## config.mk

```make
export PLATFORM = sky130hd
export DESIGN_NAME = mem_burst_responder
export DESIGN_NICKNAME = d
export VERILOG_FILES = /design/src/rtl/mem_burst_responder_pkg.sv /design/src/rtl/mem_resp_rdpipe.sv /design/src/rtl/mem_burst_responder.sv
export SDC_FILE = /design/constraint.sdc
export NUM_CORES = 1
export LEC_CHECK = 0
export ABC_AREA = 1
export CORE_MARGIN = 2
export CORE_UTILIZATION = 44
export CTS_CLUSTER_SIZE = 8
export DETAILED_ROUTE_END_ITERATION = 8
export GPL_ROUTABILITY_DRIVEN = 0
export PLACE_DENSITY_LB_ADDON = 0.08
export SETUP_SLACK_MARGIN = 0.2
export SLEW_MARGIN = 20
export SYNTH_ARGS = -nofsm -noshare
export SYNTH_HDL_FRONTEND = slang
export SYNTH_SLANG_ARGS = --single-unit
export TNS_END_PERCENT = 1
```

## constraint.sdc

```tcl
create_clock -name clk -period 4.4 [get_ports clk]
set_clock_uncertainty 0.1 [all_clocks]
set_input_delay 1.1 -clock clk [delete_from_list [all_inputs] [get_ports clk]]
set_output_delay 1.1 -clock clk [all_outputs]
set_load 0.01 [all_outputs]
```

## src/rtl/mem_burst_responder_pkg.sv

```systemverilog
// rtl/mem_burst_responder_pkg.sv - shared types and helpers for the burst responder
//
// Purpose: state encoding of the responder FSM and a constant log2 helper
//          used to size the burst issue counter.
// Ports:   none (package).
package mem_burst_responder_pkg;

  typedef enum logic [1:0] {
    IDLE     = 2'd0,
    RD_ISSUE = 2'd1,
    RD_DRAIN = 2'd2
  } state_t;

  // Ceiling log2, usable in constant expressions; burst_log2(1) = 0.
  function automatic int burst_log2(input int n);
    int r;
    r = 0;
    for (int i = 0; i < 31; i++) begin
      if ((1 << i) < n) r = i + 1;
    end
    return r;
  endfunction

endpackage

```

## src/rtl/mem_resp_rdpipe.sv

```systemverilog
// rtl/mem_resp_rdpipe.sv - read-valid delay line matching the SRAM read latency
//
// Purpose: carries the SRAM read strobe through an RDLAT-deep shift register so
//          the flag lines up with sram_rdata, then registers it once more to
//          become mem_valid (aligned with the registered mem_out).
// Ports:   clk, reset_n (async, active-low)
//          re       - SRAM read strobe as issued this cycle
//          load_en  - sram_rdata carries a burst word now; load mem_out
//          valid    - mem_out holds a burst word this cycle
//          empty    - no read in flight inside the delay line
module mem_resp_rdpipe
  import mem_burst_responder_pkg::*;
#(
  parameter int RDLAT = 1
) (
  input  logic clk,
  input  logic reset_n,
  input  logic re,
  output logic load_en,
  output logic valid,
  output logic empty
);

  logic [RDLAT-1:0] pipe;

  always_ff @(posedge clk or negedge reset_n) begin
    if (!reset_n) begin
      pipe  <= '0;
      valid <= 1'b0;
    end else begin
      pipe[0] <= re;
      for (int i = 1; i < RDLAT; i++) begin
        pipe[i] <= pipe[i-1];
      end
      valid <= pipe[RDLAT-1];
    end
  end

  assign load_en = pipe[RDLAT-1];
  assign empty   = ~|pipe;

endmodule

```

## src/rtl/mem_burst_responder.sv

```systemverilog
// rtl/mem_burst_responder.sv - cache burst protocol responder onto a synchronous SRAM
//
// Purpose: accepts single-word writes and aligned burst reads from a cache
//          controller, drives a single-port SRAM, and streams read bursts back
//          as consecutive mem_valid words.
// Ports:   clk, reset_n (async, active-low)
//          mem_addr/mem_in/mem_rdreq/mem_wrreq - cache request side
//          mem_out/mem_valid                   - returned burst data
//          mem_burstlen                        - advertised burst length
//          mem_busy/mem_err                    - burst in progress / sticky error
//          sram_addr/sram_wdata/sram_we/sram_re/sram_rdata - SRAM side
//          stat_rdbursts/stat_wrwords          - saturating counters, present
//                                                only when the macro
//                                                MEM_BURST_RESPONDER_STATS_EN
//                                                is defined
module mem_burst_responder
  import mem_burst_responder_pkg::*;
#(
  parameter int ADDRBITS    = 32,
  parameter int DATABITS    = 32,
  parameter int MEMADDRBITS = 12,
  parameter int BURSTLEN    = 8,
  parameter int RDLAT       = 1
) (
  input  logic                   clk,
  input  logic                   reset_n,
  input  logic [ADDRBITS-1:0]    mem_addr,
  input  logic [DATABITS-1:0]    mem_in,
  input  logic                   mem_rdreq,
  input  logic                   mem_wrreq,
  output logic [DATABITS-1:0]    mem_out,
  output logic                   mem_valid,
  output logic [15:0]            mem_burstlen,
  output logic                   mem_busy,
  output logic                   mem_err,
  output logic [MEMADDRBITS-1:0] sram_addr,
  output logic [DATABITS-1:0]    sram_wdata,
  output logic                   sram_we,
  output logic                   sram_re,
  input  logic [DATABITS-1:0]    sram_rdata
`ifdef MEM_BURST_RESPONDER_STATS_EN
  ,
  output logic [31:0]            stat_rdbursts,
  output logic [31:0]            stat_wrwords
`endif
);

  // Counter needs one extra bit so it can hold BURSTLEN itself.
  localparam int                     CNTW     = burst_log2(BURSTLEN) + 1;
  localparam logic [CNTW-1:0]        CNT_LAST = CNTW'(BURSTLEN);
  localparam logic [MEMADDRBITS-1:0] OFFMASK  = MEMADDRBITS'(BURSTLEN - 1);

  state_t                 state;
  logic [MEMADDRBITS-1:0] base;
  logic [CNTW-1:0]        cnt;
  logic [MEMADDRBITS-1:0] req_waddr;
  logic                   req_any;
  logic                   load_en;
  logic                   pipe_empty;
  logic                   unused_addr;

  assign req_waddr    = mem_addr[MEMADDRBITS+1:2];
  assign req_any      = mem_rdreq | mem_wrreq;
  assign mem_burstlen = 16'(BURSTLEN);
  // Byte offset and bits above the SRAM size are intentionally ignored.
  assign unused_addr  = ^{mem_addr[ADDRBITS-1:MEMADDRBITS+2], mem_addr[1:0]};

  // The first address of a burst goes out on the IDLE->RD_ISSUE transition,
  // so cnt counts addresses already issued and starts at 1 in RD_ISSUE.
  always_ff @(posedge clk or negedge reset_n) begin
    if (!reset_n) begin
      state      <= IDLE;
      base       <= '0;
      cnt        <= '0;
      mem_busy   <= 1'b0;
      mem_err    <= 1'b0;
      sram_addr  <= '0;
      sram_wdata <= '0;
      sram_we    <= 1'b0;
      sram_re    <= 1'b0;
    end else begin
      sram_we <= 1'b0;
      case (state)
        IDLE: begin
          if (mem_wrreq) begin
            sram_we    <= 1'b1;
            sram_addr  <= req_waddr;
            sram_wdata <= mem_in;
            // A simultaneous read is dropped in favour of the write.
            if (mem_rdreq) mem_err <= 1'b1;
          end else if (mem_rdreq) begin
            base      <= req_waddr & ~OFFMASK;
            sram_addr <= req_waddr & ~OFFMASK;
            sram_re   <= 1'b1;
            cnt       <= CNTW'(1);
            mem_busy  <= 1'b1;
            state     <= RD_ISSUE;
          end
        end
        RD_ISSUE: begin
          if (req_any) mem_err <= 1'b1;
          if (cnt == CNT_LAST) begin
            sram_re <= 1'b0;
            state   <= RD_DRAIN;
          end else begin
            sram_re <= 1'b1;
            // OR into the aligned base keeps the burst inside its window.
            sram_addr <= base | (MEMADDRBITS'(cnt) & OFFMASK);
            cnt       <= cnt + 1'b1;
          end
        end
        RD_DRAIN: begin
          if (req_any) mem_err <= 1'b1;
          // With no strobe issuing and the delay line empty, the word in
          // mem_out this cycle is the last of the burst.
          if (pipe_empty) begin
            mem_busy <= 1'b0;
            state    <= IDLE;
          end
        end
        default: begin
          state    <= IDLE;
          mem_busy <= 1'b0;
          sram_re  <= 1'b0;
        end
      endcase
    end
  end

  always_ff @(posedge clk or negedge reset_n) begin
    if (!reset_n) begin
      mem_out <= '0;
    end else if (load_en) begin
      mem_out <= sram_rdata;
    end
  end

  mem_resp_rdpipe #(
    .RDLAT (RDLAT)
  ) u_rdpipe (
    .clk     (clk),
    .reset_n (reset_n),
    .re      (sram_re),
    .load_en (load_en),
    .valid   (mem_valid),
    .empty   (pipe_empty)
  );

`ifdef MEM_BURST_RESPONDER_STATS_EN
  always_ff @(posedge clk or negedge reset_n) begin
    if (!reset_n) begin
      stat_rdbursts <= '0;
      stat_wrwords  <= '0;
    end else if (state == IDLE) begin
      if (mem_wrreq) begin
        if (stat_wrwords != 32'hFFFF_FFFF) stat_wrwords <= stat_wrwords + 32'd1;
      end else if (mem_rdreq) begin
        if (stat_rdbursts != 32'hFFFF_FFFF) stat_rdbursts <= stat_rdbursts + 32'd1;
      end
    end
  end
`endif

endmodule

```

* After elaboration in Yosys (flattened, before gate mapping) *
Index checks and enable logic that the tools add are counted.

word-level totals
  register bits after elaboration = 97
  input port bits = 100
  output and inout bits = 97
  word-level logic and storage cells = 65

cells by class
  add/subtract/negate cells = 1
  equality and inequality tests = 11
  multiplexer cells = 24
  bitwise operators = 5
  reduce and logical (&&, ||, !) cells = 12

operators with widths
  cell                                                             count
  12-bit two-way mux                                               3
  12-bit one-hot mux with 2 select lines                           1
  4-bit AND reduction                                              4
  4-bit two-way mux                                                3
  2-bit != test, second input constant                             6
  12-bit by 3-bit bitwise OR with 12-bit output                    1
  3-bit AND reduction                                              3
  1-bit two-way mux                                                8
  2-bit two-way mux                                                4
  4-bit one-hot mux with 2 select lines                            1
  1-bit one-hot mux with 3 select lines                            2
  2-bit one-hot mux with 3 select lines                            1
  4-bit by 1-bit adder with 4-bit output, second input constant    1
  4-bit == test, second input constant                             1
  2-bit nonzero test                                               2
  3-bit != test, second input constant                             1
  1-bit NOT                                                        3
  2-bit by 1-bit == test with 1-bit output, second input constant  1
  2-bit == test, second input constant                             1
  2-bit zero test                                                  1
  2-bit by 1-bit != test with 1-bit output, second input constant  1
  1-bit one-hot mux with 2 select lines                            1
  2-bit AND reduction                                              1
  2-bit OR reduction                                               1
  1-bit bitwise OR                                                 1

* Longest topological paths before layout *
  depth in word-level cells = 4
  mapped depth = 8
  gate-level depth less buffers = 7

* Cells and area by module *
From an unflattened synthesis, not the netlist that was laid out.

second synthesis, totals
  cells, all modules = 399
  area total of the unflattened synthesis = 4,113.9 um2

by module, submodules not included
  module               times used  cells an instance  area an instance (um2)  seq. area each (um2)
  mem_burst_responder  1           396                4,060.1                 2,377.3
  mem_resp_rdpipe      1           3                  53.8                    50.0

* Worst setup path after synthesis *
No wires, ideal clock.

  kind = input to register
  start = input port mem_wrreq
  end = register sram_addr[6]
  setup time = 123 ps
  data arrival time = 1,754 ps
  required time = 4,177 ps
  setup slack = 2,423 ps
  stages on the path = 6
  path buffers = 2
  path through = buf_4 inv_1 nand3_1 nand3_4 buf_6 o21ai_1

on the way
  cells in the longest elaborated chain, start to end = 2
  elaborated cells between the ends (all ways) = 4
  those cells by class = 1 x eq/ne; 2 x mux; 1 x reduce/logical

ends and longest elaborated chain
  item                                                                                                   RTL line                    RTL
  start: declaration                                                                                     mem_burst_responder.sv:30   input logic mem_wrreq,
  3-bit != test (no source line) / 12-bit two-way mux (equally long branches)                            -
  3-bit AND reduction (no source line) / 12-bit one-hot mux with 2 select lines (equally long branches)  -
  end signal: assignment                                                                                 mem_burst_responder.sv:87   sram_addr <= req_waddr;
  end signal: assignment                                                                                 mem_burst_responder.sv:93   sram_addr <= req_waddr & ~OFFMASK;
  end signal: assignment                                                                                 mem_burst_responder.sv:108  sram_addr <= base | (MEMADDRBITS'(cnt) & OFFMASK);
  end: declaration                                                                                       mem_burst_responder.sv:36   output logic [MEMADDRBITS-1:0] sram_addr,

Several ways; a longest one is shown, not always the timed one.
A chain may end at the register's enable or synchronous reset.

* Worst setup path after layout *
  start = input port mem_wrreq
  end = register mem_err

on the way
  cells in the longest elaborated chain, start to end = 3
  elaborated cells between the ends (all ways) = 4
  those cells by class = 2 x eq/ne; 1 x bitwise; 1 x reduce/logical

ends and longest elaborated chain
  item                                                       RTL line                    RTL
  1-bit bitwise OR                                           mem_burst_responder.sv:63   assign req_any = mem_rdreq | mem_wrreq;
  2-bit by 1-bit != test with 1-bit output (no source line)  -
  4-bit AND reduction (no source line) (*)                   -
  end signal: assignment                                     mem_burst_responder.sv:76   mem_err <= 1'b0;
  end signal: assignment                                     mem_burst_responder.sv:90   if (mem_rdreq) mem_err <= 1'b1;
  end signal: assignment                                     mem_burst_responder.sv:101  if (req_any) mem_err <= 1'b1;
  end: declaration                                           mem_burst_responder.sv:35   output logic mem_err,

Mark *: on every way between the ends. The rest lies on a longest branch, timed or not.

==> run summary <==
Fin nets: 671
Global route overflow: 0
Hold EP: u_rdpipe.load_en$_DFF_PN0_
Ant diodes: 0
Hold path depth: 0
WL final: 9080 um
Status: finished clean
Beginning of the worst hold path: sram_re$_DFFE_PN0P_
Unique masters post-synth: 27
Mapped Cells: 410
Detailed Routing Iterations Pass 1: 4
Main combinational cell family by area after synthesis: simple AND/OR/NAND/NOR gates
Chip height: 101 um
CTS tree: yes
Compound-gate portion of the synthesized area: 0.0551
Area leader, netlist: dfrtp_1
Full die area: 10,200 um2
Leak: 2.80 nW
Total number of H-tree levels: 3
Synth Area in XOR/XNOR: 0.00211
Global-route wire length before repair: 14,400 um
CTS Buf Count: 9
Critical Path AT: 3010 ps
Post-route cell area: 5980 um2
Largest net degree at the start of global routing: 71
Capturing element type of the critical path: flop
Post-cts sizing count: 0
Worst-margin pin slew: 879 ps
Via density: 4.68
Clk root buf: clkbuf_8
Slew HR: 0.414
Rows: 35
Max-slew violations: 0
Final ANT Viol Nets: 0
Top cells by area, synth: dfrtp_1 (58%), nand2_1 (14%), mux2_2 (8.7%)
CP Launch Type: primary input
Number of DRC markers in iteration 0: 83
Vias in the first global route: 3,008
Setup TNS: 0 ps
Port Buffers: 160
Tot GR Track Use: 0.177
Worst R2R Start: state[1]$_DFFE_PN0P_
Data required, critical path: 4580 ps
Final Hold Fails: 0
Synth Warn #: 0
CTS Buffer Depth: 2
Max_cap viols: 0
Adder-cell share of the synthesized area: 0.0211
Worst reg2reg path endpoint: mem_err$_DFFE_PN0P_
Crit path kind: in -> reg
Reg2reg setup slack: 2090 ps
Sequential-to-total area share from yosys stat: 0.584
Crit-path max FO: 34
Simple-gate portion of the synthesized area: 0.173
Initial antenna violation count: 0
RSZ-0062 raised after global routing: false
Drt wl/cell: 13.3 um
Dpl hpwl: 6480 um
Fin cells: 680
Core area: 9200 um2
TritonCTS sink count: 97
Drt drc: 0
Top cell type's share of synthesized area: 0.584
Starting Density: 0.452
Final Setup Violations: 0
Cells after DPL: 664
Setup Buffers After CTS: 0
Io pins: 197
Final Cycle Share: 0.642
Die Span X: 101 um
FMAX: 354 MHz
Period minus WS final: 2820 ps
Worst hold path class: reg -> reg
Hold-fix buffers, CTS: 0
Cell count of the worst reg-to-reg path: 6
DR vias: 3,183
Worst skew pair latency: 350 ps
Layout cells sized above 1: 0.118
Peak VDD IR: 0.275 mV
Mapped cell area: 4150 um2
Synthesis-to-layout area growth: 43.9%
#FFs+latches synth: 97
Syn_area_per_cell: 10.1 um2
DP Area: 5740 um2
Power per cell area: 702 nW/um2
Mux contribution to synthesized area: 0.0867
Clock-pin slew on the worst setup and hold paths: 90 ps
## through the flow
| stage | setup WS (ps) | total power (W) | util | hold slack [ps] |
|---|---|---|---|---|
| 2_1_floorplan | 2420 | 0.00261 | - | 249 |
| 3_3_place_gp | 1160 | 0.00350 | 0.624 | 291 |
| 3_5_place_dp | 1160 | 0.00355 | 0.624 | 297 |
| 4_1_cts | 1540 | 0.00425 | 0.650 | 325 |
| 5_1_grt | 1350 | 0.00452 | 0.650 | 345 |
| 6_report | 1580 | 0.00420 | 0.650 | 314 |
## worst max path at each step
stage / start / endpoint / slack [ps] / cells past startpoint
global placement: mem_wrreq / mem_err$_DFFE_PN0P_ / 1160 / 5
CTS: mem_wrreq / sram_wdata[15]$_DFFE_PN0P_ / 1540 / 5
global route: mem_wrreq / mem_err$_DFFE_PN0P_ / 1350 / 5
floorplan: mem_wrreq / sram_addr[6]$_DFFE_PN0P_ / 2420 / 6
detailed placement: mem_wrreq / sram_wdata[15]$_DFFE_PN0P_ / 1160 / 5
finish: mem_wrreq / mem_err$_DFFE_PN0P_ / 1580 / 5
## per-layer routing
metal / GRT usage / vias to the layer above / share of wire
li1: - / 1576 / -
met1: 0.227 / 1460 / 0.43
met2: 0.282 / 136 / 0.46
met3: 0.0580 / 11 / 0.088
met4: 0.0676 / 0 / 0.015
met5: 0 / - / 0
## worst max-delay path: stages
cell             delay (ps)
clkdlybuf4s50_1         640
nand2_2                 450
inv_2                   600
nand2_1                 100
nand3b_1                100
## registers in the layout, summed over array words and instances, names as in the netlist
name,count
sram_wdata,32
mem_out,32
mem_err,1
cnt,4
u_rdpipe.valid,1
sram_addr,12
sram_re,1
mem_busy,1
base,9
state,2
u_rdpipe.load_en,1
sram_we,1
## final cells by class
type                            instances  area, um2
Clock buffer                           10        128
Multi-Input combinational cell        271       1470
Clock inverter                          6        116
Tap cell                              111        139
Fill cell                             738       3220
Sequential cell                        97       2430
Timing Repair Buffer                  163       1620
Inverter                               22       82.6
## kinds of logic (layout without fill, tap and decap cells)
| group | after synthesis | in the layout |
|---|---|---|
| other cells | 2 | 16 |
| simple gates | 177 | 177 |
| buf+inv | 56 | 201 |
| compound gates | 38 | 38 |
| flops | 97 | 97 |
| mux | 32 | 32 |
| xor+xnor | 1 | 1 |
| fa+ha+maj | 7 | 7 |
## power breakdown
group / internal (W) / total (W) / switching, W
sequential: 0.00132 / 0.00156 / 0.000246
combinational: 0.00106 / 0.00195 / 0.000891
clock: 0.000381 / 0.000688 / 0.000307
## cells in the final DEF, fill, tap and decap left out
master           instances
a21oi_1                  2
buf_4                    4
bufinv_16                3
clkbuf_1                 1
clkbuf_8                 9
clkdlybuf4s50_1        159
clkinv_4                 3
conb_1                  16
dfrtp_1                 97
ha_1                     7
inv_1                   20
inv_2                    2
mux2_2                  32
nand2_1                155
nand2_2                  1
nand3_1                  6
nand3_2                  1
nand3_4                  1
nand3b_1                 1
nand4_1                  3
nand4_2                  1
nor2_1                   7
o211ai_1                 1
o21a_1                   1
o21ai_0                 20
o21ai_1                  5
o21ai_2                  9
or2_4                    1
xnor2_1                  1
## synthesized netlist by cell type
library cell  number
mux2_2            32
buf_6              3
nand4_2            1
xnor2_1            1
or2_4              1
conb_1             2
nand4_1            3
o21ai_2            9
a21oi_1            2
o211ai_1           1
inv_1             20
nand3b_1           1
nand2_1          155
o21a_1             1
buf_2             13
nand3_4            1
clkbuf_2           1
buf_4             17
nor2_1             7
nand3_1            6
o21ai_0           20
dfrtp_1           97
nand2_2            1
inv_2              2
ha_1               7
nand3_2            1
o21ai_1            5
Note: power is estimated with default switching activity, not from simulation.
